## config.mk

```make
export PLATFORM = sky130hd
export DESIGN_NAME = parity_frame_tx
export DESIGN_NICKNAME = d
export VERILOG_FILES = /design/src/rtl/parity_frame_tx.sv
export SDC_FILE = /design/constraint.sdc
export NUM_CORES = 1
export LEC_CHECK = 0
export BUFFER_PORTS_ARGS = -buffer_cell sky130_fd_sc_hd__buf_4
export CAP_MARGIN = 10
export CORE_MARGIN = 1.5
export CORE_UTILIZATION = 50
export CTS_BUF_LIST = sky130_fd_sc_hd__clkbuf_16
export CTS_CLUSTER_DIAMETER = 50
export DETAILED_ROUTE_END_ITERATION = 16
export PLACE_DENSITY = 0.7
export SYNTH_ARGS = -nofsm -noshare
export SYNTH_HDL_FRONTEND = slang
export SYNTH_SLANG_ARGS = --single-unit
```

## constraint.sdc

```tcl
create_clock -name clk -period 5.2 [get_ports clk]
set_clock_uncertainty 0.05 [all_clocks]
set_input_delay 0.78 -clock clk [delete_from_list [all_inputs] [get_ports clk]]
set_output_delay 0.78 -clock clk [all_outputs]
set_load 0.05 [all_outputs]
```

## src/rtl/parity_frame_tx.sv

```systemverilog
// Purpose: serialises one DATA_W-bit word per handshake as start(0), data LSB-first, parity, stop(1)s.
// Latency: the start bit begins the cycle after accept; a frame is (2+DATA_W+STOP_BITS)*CLKS_PER_BIT cycles.
// Backpressure: data_ready is high only in IDLE; valid while busy is ignored and the word is not queued.
module parity_frame_tx #(
    parameter int CLKS_PER_BIT = 4,
    parameter int DATA_W       = 8,
    parameter int STOP_BITS    = 1
) (
    input  logic              clk,
    input  logic              rst,
    input  logic [DATA_W-1:0] data_in,
    input  logic              data_valid,
    output logic              data_ready,
    input  logic              parity_odd_sel,
    output logic              tx_serial,
    output logic              tx_busy,
    output logic              frame_done
);
    localparam int TW = $clog2(CLKS_PER_BIT + 1);
    localparam int BW = $clog2(DATA_W + STOP_BITS + 1);
    localparam logic [TW-1:0] TICK_LAST = TW'(CLKS_PER_BIT - 1);
    localparam logic [BW-1:0] DATA_LAST = BW'(DATA_W - 1);
    localparam logic [BW-1:0] STOP_LAST = BW'(STOP_BITS - 1);

    typedef enum logic [2:0] {
        S_IDLE   = 3'd0,
        S_START  = 3'd1,
        S_DATA   = 3'd2,
        S_PARITY = 3'd3,
        S_STOP   = 3'd4
    } state_t;

    state_t              state_q, state_d;
    logic [TW-1:0]       tick_q, tick_d;
    logic [BW-1:0]       bit_q, bit_d;
    logic [DATA_W-1:0]   shreg_q, shreg_d;
    logic                par_q, par_d;
    logic                tx_serial_q, tx_serial_d;
    logic                frame_done_q, frame_done_d;
    logic                last_tick;

    assign last_tick  = (tick_q == TICK_LAST);
    assign data_ready = (state_q == S_IDLE);
    assign tx_busy    = (state_q != S_IDLE);
    assign tx_serial  = tx_serial_q;
    assign frame_done = frame_done_q;

    // Next-state: advance tick/bit counters, shift data at bit boundaries, and
    // pre-compute the line level and done pulse for the following cycle.
    always_comb begin
        state_d      = state_q;
        tick_d       = tick_q;
        bit_d        = bit_q;
        shreg_d      = shreg_q;
        par_d        = par_q;
        tx_serial_d  = 1'b1;
        frame_done_d = 1'b0;

        case (state_q)
            S_IDLE: begin
                tick_d = '0;
                bit_d  = '0;
                if (data_valid) begin
                    shreg_d = data_in;
                    par_d   = (^data_in) ^ parity_odd_sel;
                    state_d = S_START;
                end
            end
            S_START: begin
                if (last_tick) begin
                    tick_d  = '0;
                    bit_d   = '0;
                    state_d = S_DATA;
                end else begin
                    tick_d = tick_q + TW'(1);
                end
            end
            S_DATA: begin
                if (last_tick) begin
                    tick_d = '0;
                    if (bit_q == DATA_LAST) begin
                        bit_d   = '0;
                        state_d = S_PARITY;
                    end else begin
                        bit_d   = bit_q + BW'(1);
                        shreg_d = shreg_q >> 1;
                    end
                end else begin
                    tick_d = tick_q + TW'(1);
                end
            end
            S_PARITY: begin
                if (last_tick) begin
                    tick_d  = '0;
                    bit_d   = '0;
                    state_d = S_STOP;
                end else begin
                    tick_d = tick_q + TW'(1);
                end
            end
            S_STOP: begin
                if (last_tick) begin
                    tick_d = '0;
                    if (bit_q == STOP_LAST) begin
                        bit_d   = '0;
                        state_d = S_IDLE;
                    end else begin
                        bit_d = bit_q + BW'(1);
                    end
                end else begin
                    tick_d = tick_q + TW'(1);
                end
            end
            default: begin
                state_d = S_IDLE;
                tick_d  = '0;
                bit_d   = '0;
            end
        endcase

        // Line level for the next cycle follows the state being entered, so the
        // output register changes exactly at bit boundaries.
        case (state_d)
            S_START:  tx_serial_d = 1'b0;
            S_DATA:   tx_serial_d = shreg_d[0];
            S_PARITY: tx_serial_d = par_d;
            default:  tx_serial_d = 1'b1;
        endcase

        frame_done_d = (state_d == S_STOP) && (tick_d == TICK_LAST) && (bit_d == STOP_LAST);
    end

    // State and output registers; reset forces an idle, high line immediately.
    always_ff @(posedge clk or posedge rst) begin
        if (rst) begin
            state_q      <= S_IDLE;
            tick_q       <= '0;
            bit_q        <= '0;
            shreg_q      <= '0;
            par_q        <= 1'b0;
            tx_serial_q  <= 1'b1;
            frame_done_q <= 1'b0;
        end else begin
            state_q      <= state_d;
            tick_q       <= tick_d;
            bit_q        <= bit_d;
            shreg_q      <= shreg_d;
            par_q        <= par_d;
            tx_serial_q  <= tx_serial_d;
            frame_done_q <= frame_done_d;
        end
    end

endmodule

```

==> summary.json <==
{
  "worst_hold_path": {
    "min_path_type": "flop to flop"
  },
  "synthesis": {
    "ys.warnings.count": 0,
    "synth_largest_type_area_fraction_pct": 40.44,
    "area_contributors_post_synth": "sky130_fd_sc_hd__dfrtp_1, sky130_fd_sc_hd__nand2_1, sky130_fd_sc_hd__buf_6",
    "sequential_fraction_of_the_synthesis_area_pct": 42.57,
    "postSynth.asyncResetShare_pct": 100.0,
    "synthesis.area_per_instance_sq_um": 10.49,
    "synth-edff-count": 0,
    "post_synth_num_cell_types": 39,
    "post_synth_instance_area_sq_um": 1237,
    "ys_dominant_reg_cell": "sky130_fd_sc_hd__dfrtp_1",
    "postSynthNetCount": 133,
    "ys_ff_latch": 21,
    "synth_top_cells_by_count": "sky130_fd_sc_hd__dfrtp_1, sky130_fd_sc_hd__nand2_1, sky130_fd_sc_hd__inv_1",
    "synthCells": 118,
    "synth.most_common_cell": "sky130_fd_sc_hd__dfrtp_1",
    "synth.largest_area_cell": "sky130_fd_sc_hd__dfrtp_1"
  },
  "timing": {
    "rsz0062_at_grt": "no",
    "hold_viol": 0,
    "final_period_minus_worst_setup_slack_ps": 2369,
    "tightest_pin_transition_ps": 801.4,
    "timing_max_transition_violations_final": 0,
    "achievable-frequency_mhz": 422.1,
    "max-slew-margin-rel_pct": 46.52,
    "final.period_utilization_pct": 45.56,
    "summed_negative_setup_slack_over_all_endpoints_ps": 0,
    "setup_slack_ps": 2831,
    "timing.final.setup_violations": 0
  },
  "critical_path": {
    "cp-startpoint": "state_q[1]$_DFF_PP0_",
    "critPathKind": "flop to output port",
    "worstPathRequired_ps": 4370,
    "worst_r2r_endpoint": "tx_serial$_DFF_PP1_",
    "crit_path_end": "data_ready",
    "worst_ep_arrival_time_ps": 1540,
    "critical_path.endpoint_type": "output port",
    "r2r_start": "state_q[1]$_DFF_PP0_",
    "reg2reg_depth": 4,
    "setup.worst_path.start_class": "flop",
    "worst-path-max-fanout": 14,
    "setup.reg_to_reg.worst_slack_ps": 3250
  },
  "global_routing": {
    "initial_antenna_violation_count": 0,
    "grt_usage_pct": 20.21,
    "first_global_vias": 898,
    "grt.overflow.total": 0,
    "grt_max_degree": 22,
    "grt_pass1_wl_mm": 3.988
  },
  "finish": {
    "ratio_of_cells_with_drive_above_1_in_the_final_layout_pct": 23.66,
    "finish.net_count": 147,
    "flow.area_growth_from_synthesis_pct": 13.25,
    "design_area_sq_um": 1401,
    "final_core_utilization_pct": 61.57,
    "fillCellCount": 191,
    "sequential_cell_area_sq_um": 526.8,
    "n_antenna_cell": 0,
    "multiInputGateArea_sq_um": 620.6
  },
  "die": {
    "die_width_um": 52.75,
    "floorplan.die_area_sq_um": 2783,
    "std_cell_rows": 17,
    "core_area_sq_um": 2276,
    "die_height_um": 52.75,
    "initial_core_util_pct": 54.37,
    "ios": 16
  },
  "status": {
    "run_status": "finished clean"
  },
  "place": {
    "dp_slack_ps": 3034,
    "placed_area_sq_um": 1321,
    "dpl.hpwl_mm": 1.693,
    "port_buffers": 15,
    "gp_congestion": 0.8628
  },
  "cts": {
    "clock_tree.htree_level_count": 1,
    "holdBufCountCts": 0,
    "postCtsSetupRepairBufs": 0,
    "cts.reportedPaths.clkPinSlew_ps": 60,
    "tritoncts": "done",
    "clock_sink_count": 21,
    "clkLatencyLatePin_ps": 250,
    "cts_buffers": 3,
    "clock_tree.buffer_depth": 2,
    "buffer_type_at_the_clock_tree_root": "sky130_fd_sc_hd__clkbuf_16",
    "ctsResizeCount": 0
  },
  "drt": {
    "drt.antenna.violating_nets": 0,
    "detail_route.vias_per_cell": 5.623,
    "drt-pass1-iter-count": 4,
    "drt_drc_violations_left": 0,
    "routed_wire_length_per_instance_um": 14.68,
    "routed_wirelength_mm": 2.334,
    "initialDrtViolationCount": 16,
    "route.vias.total": 894
  },
  "power_and_ir_drop": {
    "ir_worst_vdd_mv": 0.3121,
    "power.leakage_nw": 0.6874,
    "p_per_area_nw_per_um2": 525.4
  },
  "job": {
    "timing.max_cap.violations": 0
  }
}
worst max-delay path, cell delays in order (launching register included):
cell and delay (ps):
sky130_fd_sc_hd__dfrtp_1 560, sky130_fd_sc_hd__or3_1 460, sky130_fd_sc_hd__inv_1 80, sky130_fd_sc_hd__buf_4 190
registers in the layout, summed over array words and instances (netlist names):
signal and flops:
shreg_q 8, tx_serial 1, par_q 1, tick_q 3, bit_q 4, state_q 3
frame_done 1
metal layers:
layer	global-route usage, %	routed length, um
met2	32.08	1133
met4	7.692	31
met1	26.87	1100
met3	4.286	68
met5	0	0
logic make-up (layout without fill, tap and decap cells):
kind of cell	count (synthesis)	count (layout)	share of synthesized area, %
compound gates	24	24	14.05
flops	21	21	42.57
buf+inv	13	26	7.280
fa+ha+maj	3	3	3.034
xor+xnor	9	9	7.482
mux	2	2	1.820
simple gates	46	46	23.76
worst min path at each step:
stage                                start                      to  slack (ps)  cells past startpoint
floorplan              tick_q[0]$_DFF_PP0_     tick_q[0]$_DFF_PP0_         390                      1
global placement    shreg_q[4]$_DFFE_PP0P_  shreg_q[4]$_DFFE_PP0P_         410                      2
detailed placement    shreg_q[0]$_DFF_PP0_    shreg_q[0]$_DFF_PP0_         410                      2
CTS                 shreg_q[5]$_DFFE_PP0P_  shreg_q[5]$_DFFE_PP0P_         440                      2
global route        shreg_q[4]$_DFFE_PP0P_  shreg_q[4]$_DFFE_PP0P_         460                      2
finish              shreg_q[5]$_DFFE_PP0P_  shreg_q[5]$_DFFE_PP0P_         440                      2
report_power, final:
part           leakage (nW)  switching (W)  total (W)  internal, W
clock                0.0409      0.0000593   0.000163     0.000103
combinational         0.379       0.000166   0.000286     0.000120
sequential            0.267      0.0000628   0.000288     0.000225
final cells by class:
type                       instances  share of cell area, %
multi-input combinational         84                  44.29
timing repair buffer              15                  8.036
inverter                           7                  1.875
clock buffer                       3                  5.357
tap                               28                  2.500
sequential                        21                  37.59
clock inverter                     1                 0.3571
cells in the final DEF (no fill, tap or decap), drive strengths merged, types with 2 or more instances in the layout:
master,count
nor3,2
ha,3
a32oi,2
nand2b,3
xor2,3
mux2,2
or3,3
dfrtp,20
a22oi,6
nor2b,3
nor2,2
and3,2
and2,2
buf,15
nand2,19
inv,7
xnor2,5
a21oi,4
nand3b,3
o21ai,5
o22ai,3
clkbuf,3
metrics by stage:
| stage | instances | total power (W) | hold slack (ps) |
|---|---|---|---|
| floorplan | 118 | 0.0005261 | 389.4 |
| global placement | 155 | 0.0005637 | 411.7 |
| detailed placement | 155 | 0.0005755 | 415.0 |
| CTS | 159 | 0.0007411 | 435.9 |
| global route | 159 | 0.0007872 | 458.2 |
| finish | 159 | 0.0007362 | 435.4 |
Power figures use the tool's default switching activity.
